--- src/rtl/axi_simple_master.sv ---
// Single-outstanding AXI4 initiator: one-beat reads/writes from a valid/ready req/rsp port.
// Ports: clk, rst (sync, active-high); req_* request in; rsp_* response out; axi_mosi/axi_miso bus.
package utils_pkg;

    typedef struct packed {
        logic [3:0]  awid;
        logic [31:0] awaddr;
        logic [7:0]  awlen;
        logic [2:0]  awsize;
        logic [1:0]  awburst;
        logic        awlock;
        logic [3:0]  awcache;
        logic [2:0]  awprot;
        logic [3:0]  awqos;
        logic [3:0]  awregion;
        logic        awuser;
        logic        awvalid;
        logic [31:0] wdata;
        logic [3:0]  wstrb;
        logic        wlast;
        logic        wuser;
        logic        wvalid;
        logic        bready;
        logic [3:0]  arid;
        logic [31:0] araddr;
        logic [7:0]  arlen;
        logic [2:0]  arsize;
        logic [1:0]  arburst;
        logic        arlock;
        logic [3:0]  arcache;
        logic [2:0]  arprot;
        logic [3:0]  arqos;
        logic [3:0]  arregion;
        logic        aruser;
        logic        arvalid;
        logic        rready;
    } s_axi_mosi_t;

    typedef struct packed {
        logic        awready;
        logic        wready;
        logic [3:0]  bid;
        logic [1:0]  bresp;
        logic        buser;
        logic        bvalid;
        logic        arready;
        logic [3:0]  rid;
        logic [31:0] rdata;
        logic [1:0]  rresp;
        logic        rlast;
        logic        ruser;
        logic        rvalid;
    } s_axi_miso_t;

    localparam logic [1:0] AXI_RESP_OKAY   = 2'b00;
    localparam logic [1:0] AXI_RESP_SLVERR = 2'b10;
    localparam logic [1:0] AXI_RESP_DECERR = 2'b11;
    localparam logic [1:0] AXI_BURST_INCR  = 2'b01;

endpackage

module axi_simple_master
    import utils_pkg::*;
#(
    parameter int unsigned AXI_ID         = 0,
    parameter int unsigned TIMEOUT_CYCLES = 256
) (
    input  logic        clk,
    input  logic        rst,
    input  logic        req_valid,
    output logic        req_ready,
    input  logic        req_we,
    input  logic [31:0] req_addr,
    input  logic [2:0]  req_size,
    input  logic [31:0] req_wdata,
    input  logic [3:0]  req_wstrb,
    output logic        rsp_valid,
    input  logic        rsp_ready,
    output logic [31:0] rsp_rdata,
    output logic        rsp_err,
    output logic        rsp_timeout,
    output s_axi_mosi_t axi_mosi,
    input  s_axi_miso_t axi_miso
);

    typedef enum logic [2:0] {
        IDLE, WR_AW, WR_W, WR_B, RD_AR, RD_R, RSP
    } state_t;

    state_t      r_state;
    state_t      w_next;
    logic [31:0] r_addr;
    logic [31:0] r_wdata;
    logic [31:0] r_rdata;
    logic [31:0] r_timer;
    logic [2:0]  r_size;
    logic [3:0]  r_wstrb;
    logic        r_err;
    logic        r_timeout;

    logic w_accept;
    logic w_wait;
    logic w_hs;
    logic w_expire;
    logic w_abort;
    logic w_drain;
    logic w_unused;

    // IDs, user bits and rlast carry nothing for single-beat, single-ID traffic.
    assign w_unused = &{1'b0, axi_miso.bid, axi_miso.buser, axi_miso.rid,
                        axi_miso.rlast, axi_miso.ruser};

    assign w_accept = (r_state == IDLE) && req_valid;
    assign w_wait   = r_state inside {WR_AW, WR_W, WR_B, RD_AR, RD_R};

    // Our own valid/ready is always high in a wait state, so the
    // handshake reduces to the slave's side.
    always_comb begin
        w_hs = 1'b0;
        unique case (r_state)
            WR_AW:   w_hs = axi_miso.awready;
            WR_W:    w_hs = axi_miso.wready;
            WR_B:    w_hs = axi_miso.bvalid;
            RD_AR:   w_hs = axi_miso.arready;
            RD_R:    w_hs = axi_miso.rvalid;
            default: w_hs = 1'b0;
        endcase
    end

    assign w_expire = (TIMEOUT_CYCLES != 0) && w_wait &&
                      (r_timer == TIMEOUT_CYCLES - 1);
    // A handshake landing on the last allowed cycle still wins.
    assign w_abort  = w_expire && !w_hs;

    always_ff @(posedge clk) begin
        if (rst) begin
            r_state <= IDLE;
        end else begin
            r_state <= w_next;
        end
    end

    always_comb begin
        w_next    = r_state;
        req_ready = 1'b0;
        rsp_valid = 1'b0;
        unique case (r_state)
            IDLE: begin
                req_ready = 1'b1;
                if (req_valid) begin
                    w_next = req_we ? WR_AW : RD_AR;
                end
            end
            WR_AW:   if (w_hs) w_next = WR_W;
            WR_W:    if (w_hs) w_next = WR_B;
            WR_B:    if (w_hs) w_next = RSP;
            RD_AR:   if (w_hs) w_next = RD_R;
            RD_R:    if (w_hs) w_next = RSP;
            RSP: begin
                rsp_valid = 1'b1;
                if (rsp_ready) begin
                    w_next = IDLE;
                end
            end
            default: w_next = IDLE;
        endcase
        if (w_abort) begin
            w_next = RSP;
        end
    end

    always_ff @(posedge clk) begin
        if (rst) begin
            r_addr    <= '0;
            r_size    <= '0;
            r_wdata   <= '0;
            r_wstrb   <= '0;
            r_timer   <= '0;
            r_rdata   <= '0;
            r_err     <= 1'b0;
            r_timeout <= 1'b0;
        end else begin
            if (w_accept) begin
                r_addr    <= req_addr;
                r_size    <= req_size;
                r_wdata   <= req_wdata;
                r_wstrb   <= req_wstrb;
                r_timer   <= '0;
                r_rdata   <= '0;
                r_err     <= 1'b0;
                r_timeout <= 1'b0;
            end else if (w_wait) begin
                r_timer <= r_timer + 32'd1;
            end
            if (w_abort) begin
                r_rdata   <= '0;
                r_err     <= 1'b1;
                r_timeout <= 1'b1;
            end else if (r_state == WR_B && axi_miso.bvalid) begin
                r_err <= (axi_miso.bresp != AXI_RESP_OKAY);
            end else if (r_state == RD_R && axi_miso.rvalid) begin
                r_rdata <= axi_miso.rdata;
                r_err   <= (axi_miso.rresp != AXI_RESP_OKAY);
            end
        end
    end

    assign rsp_rdata   = r_rdata;
    assign rsp_err     = r_err;
    assign rsp_timeout = r_timeout;

    // Outside a transaction we keep accepting B/R so stray or late
    // responses are swallowed instead of stalling the fabric.
    assign w_drain = (r_state == IDLE) || (r_state == RSP);

    always_comb begin
        axi_mosi         = '0;
        axi_mosi.awid    = 4'(AXI_ID);
        axi_mosi.awaddr  = r_addr;
        axi_mosi.awsize  = r_size;
        axi_mosi.awburst = AXI_BURST_INCR;
        axi_mosi.awvalid = (r_state == WR_AW);
        axi_mosi.wdata   = r_wdata;
        axi_mosi.wstrb   = r_wstrb;
        axi_mosi.wvalid  = (r_state == WR_W);
        axi_mosi.wlast   = (r_state == WR_W);
        axi_mosi.bready  = !rst && (w_drain || r_state == WR_B);
        axi_mosi.arid    = 4'(AXI_ID);
        axi_mosi.araddr  = r_addr;
        axi_mosi.arsize  = r_size;
        axi_mosi.arburst = AXI_BURST_INCR;
        axi_mosi.arvalid = (r_state == RD_AR);
        axi_mosi.rready  = !rst && (w_drain || r_state == RD_R);
    end

endmodule

--- config.mk ---
export PLATFORM = sky130hd
export DESIGN_NAME = axi_simple_master
export DESIGN_NICKNAME = d
export VERILOG_FILES = /design/src/rtl/axi_simple_master.sv
export SDC_FILE = /design/constraint.sdc
export NUM_CORES = 1
export LEC_CHECK = 0
export ABC_CLOCK_PERIOD_IN_PS = 1700
export BUFFER_PORTS_ARGS = -buffer_cell sky130_fd_sc_hd__buf_2
export CAP_MARGIN = 10
export CORE_AREA = 2 2 131 133
export CTS_CLUSTER_DIAMETER = 200
export CTS_CLUSTER_SIZE = 16
export DETAILED_ROUTE_END_ITERATION = 8
export DIE_AREA = 0 0 133 135
export GPL_ROUTABILITY_DRIVEN = 0
export HOLD_SLACK_MARGIN = 0.05
export PLACE_DENSITY = 0.79
export SYNTH_ARGS = -nofsm -noshare
export SYNTH_HDL_FRONTEND = slang
export SYNTH_SLANG_ARGS = --single-unit
export TNS_END_PERCENT = 100
--- constraint.sdc ---
create_clock -name clk -period 1.7 [get_ports clk]
set_input_delay 0.085 -clock clk [delete_from_list [all_inputs] [get_ports clk]]
set_output_delay 0.085 -clock clk [all_outputs]
set_load 0.02 [all_outputs]
==> qor.csv <==
stage,metric,value,unit
sta,max_freq,548.2,MHz
setup_path,cp_cell_sequence,buf_6 > or3_4 > inv_8 > buf_12 > a21oi_4 > nor2_1 > buf_4,
cells_and_area,n_antenna_cell,0,
logic_synthesis,ys.flop_type,dfxtp_1,
setup_path,cp_max_fo,4,
logic_synthesis,yosys.cell_types.count,53,
route,drtAntennaViolNets,0,
sta,timing.final.crit_share,107.3,%
setup_path,start_kind,flop,
worst_hold_path,hold_class,in -> reg,
route,totalWireLength,20930,microns
setup_path,cpPeakStageDelay,0.37,ns
logic_synthesis,syn_area_per_cell,8.222,sq um
setup_path,rr_endpoint,rsp_rdata[21],
clock_network,clock_sinks,140,
setup_path,crit_family,buffers and inverters,
route,dr.pass1.iters,6,
route,drc,0,
cells_and_area,postLayoutCoreUtil,59.89,%
global_routing,grt_pass1_vias,6318,
floorplan,io_pins,339,
logic_synthesis,synth_top_area_share,44.56,%
setup_path,cp.depth,7,
cells_and_area,nNetsFinal,1268,
floorplan,dieArea,17960,sq um
clock_network,root_buffer,clkbuf_16,
setup_path,crit_path_start,r_state[1],
floorplan,fp.dieH,135,microns
global_routing,antenna_found_initial,1,
pwr,p_per_area,1316,nW/um^2
sta,rsz0062_at_grt,yes,
logic_synthesis,ys_top_cells_by_area,"dfxtp_1 (45%), buf_4 (12%), nand2_1 (9.5%)",
clock_network,numCtsBuffers,17,
route,vias,6615,
sta,fin_skew,0.01071,ns
cells_and_area,final_layout_size_suffix_gt1_share,36.32,%
outcome,outcome,"finished, violations left",
global_routing,grt_pass1_wl,30940,microns
setup_path,endpoint,axi_mosi[0],
setup_path,crit_type,reg -> out,
pwr,netSwitchingFraction,38.81,%
pwr,seqPwrFrac,31.0,%
route,wl_per_cell,15.27,microns
logic_synthesis,yosysSeqAreaShare,44.56,%
placed_design,hpwlAfterDp,12610,microns
placed_design,io_buffers,264,
pwr,p_clk_share,28.1,%
sta,finalHoldViolCount,0,
logic_synthesis,yosysTopAreaCell,dfxtp_1,
pwr,net-switching-power,0.005019,W
floorplan,row_count,47,
logic_synthesis,synth_warnings,0,
logic_synthesis,synthCells,765,
floorplan,chipWidth,133,microns
setup_path,worstPathRequired,1.62,ns
clock_network,cts.reportedPaths.clkPinSlew,0.07,ns
clock_network,insertion_delay,0.42,ns
setup_path,cp_slowest_cell,dfxtp_4,
logic_synthesis,synth_edf_count,0,
run,max_cap_violations,0,
floorplan,core,16410,sq um
setup_path,cp.buffers_inverters,4,
logic_synthesis,async_reset_ff_share,0,%
clock_network,cts_tree,built,
setup_path,arrival,1.74,ns
setup_path,r2r_slack,-0.12,ns
global_routing,gr-usage-all-layers,21.43,%
sta,setup_violations,107,
global_routing,grt_max_degree,73,
pwr,ir_drop,815.7,uV
sta,period_minus_slack,1.824,ns
pwr,power_leakage,4.569,nW
setup_path,timing.rr.start,r_state[1],
pwr,comb_power_share,40.9,%
cells_and_area,num-fill-cells,1273,
outcome,violations,setup timing,
pwr,intPower,0.007912,W
setup_path,reg2reg_depth,8,
sta,fin_setup_tns,-5.786,ns
clock_network,cts.path.max_buffers,2,
logic_synthesis,ys_ff_latch,140,
cells_and_area,area_delta_synth_final,56.24,%
clock_network,ctsHtreeMaxLevel,4,
setup_path,critPathCaptureType,primary output,
sta,final.setup.worst_slack,-0.1242,ns
global_routing,grt_overflow_total,0,
route,drt_iter0_drc,403,
floorplan,initial_utilization,38.34,%
sta,slew_violations,0,
route,viasPerCell,4.825,
logic_synthesis,syn_area,6290,sq um
kinds of logic after synthesis:
group                      synth area share [%]
AOI/OAI and AO/OA                         12.33
xor gates and xnor gates                  4.177
adders and majority gates                0.3978
buffers and inverters                     15.32
DFF                                       44.56
muxes                                    0.1790
other                                    0.1194
and+or+nand+nor                           22.92
layout by cell type (no fill, tap or decap), types with 5 or more instances in the layout:
cell type and count:
and3_1 6, nor4_1 6, nand2_1 154, xor2_1 24
buf_12 11, a21oi_1 74, conb_1 63, buf_2 258
nand4_1 17, a22oi_1 32, clkbuf_16 20, nor2_2 5
dlygate4sd3_1 105, buf_4 49, nand3_1 6, nand3_2 8
nor2_1 70, inv_8 7, buf_6 10, dfxtp_1 137
state kept, by name, summed over array words and instances, names as in the netlist:
register	count
r_state	3
r_addr	32
r_timer	32
rsp_err	1
rsp_timeout	1
r_size	3
r_wdata	32
rsp_rdata	32
r_wstrb	4
power by group through the flow:
stage,Clock [W],Combinational [W],Sequential (W)
after CTS,0.00370,0.00465,0.00398
after global placement,0,0.00416,0.00401
final,0.00363,0.00529,0.00401
after detailed placement,0,0.00422,0.00402
after floorplan,0,0.00248,0.00443
after global routing,0.00383,0.00563,0.00405
stage by stage:
step	instances	setup WS (ns)	hold WS, ns	power (W)	area (sq um)
2_1_floorplan	826	-0.02010	0.2210	0.006910	6553
3_3_place_gp	1216	-0.1192	0.3244	0.008175	7692
3_5_place_dp	1216	-0.2780	0.3318	0.008243	7692
4_1_cts	1359	-0.1458	0.05947	0.01233	9485
5_1_grt	1371	-0.1795	0.07709	0.01352	9827
6_report	1371	-0.1242	0.06395	0.01293	9827
tightest hold or removal path, delay by kind of cell:
| family | cells | cell delay, ns |
|---|---|---|
| compound gates | 2 | 0.28 |
| buf+inv | 1 | 0.08 |
what timing repair did:
action,in CTS,in global routing
hold buffers,105,0
endpoints found under the setup margin,115,138
pin swaps,6,15
gates cloned,0,3
resized for setup,28,48
hold endpoints to repair,105,0
setup buffers,6,9
area by class of cell:
class                   count  area, sq um  area share, %
clock buffers              18        439.2          4.469
well taps                 220        275.3          2.801
repair buffers            438         3148          32.03
inverters                   3        22.52         0.2292
clock inverters            14        142.6          1.451
flip-flops and latches    140         2814          28.64
multi-input cells         538         2985          30.38
cell usage after synthesis, types with 2 or more instances:
master	instances
nand2_1	159
dfxtp_1	140
buf_4	101
a21oi_1	77
nor2_1	76
a22oi_1	32
xor2_1	26
clkbuf_1	22
buf_2	21
nand4_1	17
nand3_1	13
and3_1	7
and2_1	6
nor4_1	6
a211oi_1	4
a31oi_1	4
nor3b_1	4
o21ai_0	4
xnor2_1	4
and4_1	2
conb_1	2
ha_1	2
inv_1	2
nand2b_1	2
nor2b_1	2
nor3_1	2
nor3_2	2
layer usage:
layer / vias to the layer above / wire [microns] / track usage, % / part of all wire [%]
met2: 317 / 11060 / 39.46 / 53
met5: - / 16 / 0 / 0.076
met1: 3096 / 7842 / 23.32 / 37
met3: 50 / 1461 / 5.556 / 7.0
met4: 2 / 548 / 9.020 / 2.6
li1: 3150 / - / - / -
worst min path at each step:
stage	from	endpoint	cells past startpoint	slack, ns
final	axi_miso[4]	rsp_err	3	0.06
after global routing	axi_miso[44]	rsp_err	5	0.08
after CTS	axi_miso[4]	rsp_err	3	0.06
after detailed placement	req_addr[22]	r_addr[22]	3	0.33
after global placement	req_wdata[30]	r_wdata[30]	3	0.32
after floorplan	req_wdata[0]	r_wdata[0]	2	0.22
No activity file was read; power rests on OpenSTA's default activity.
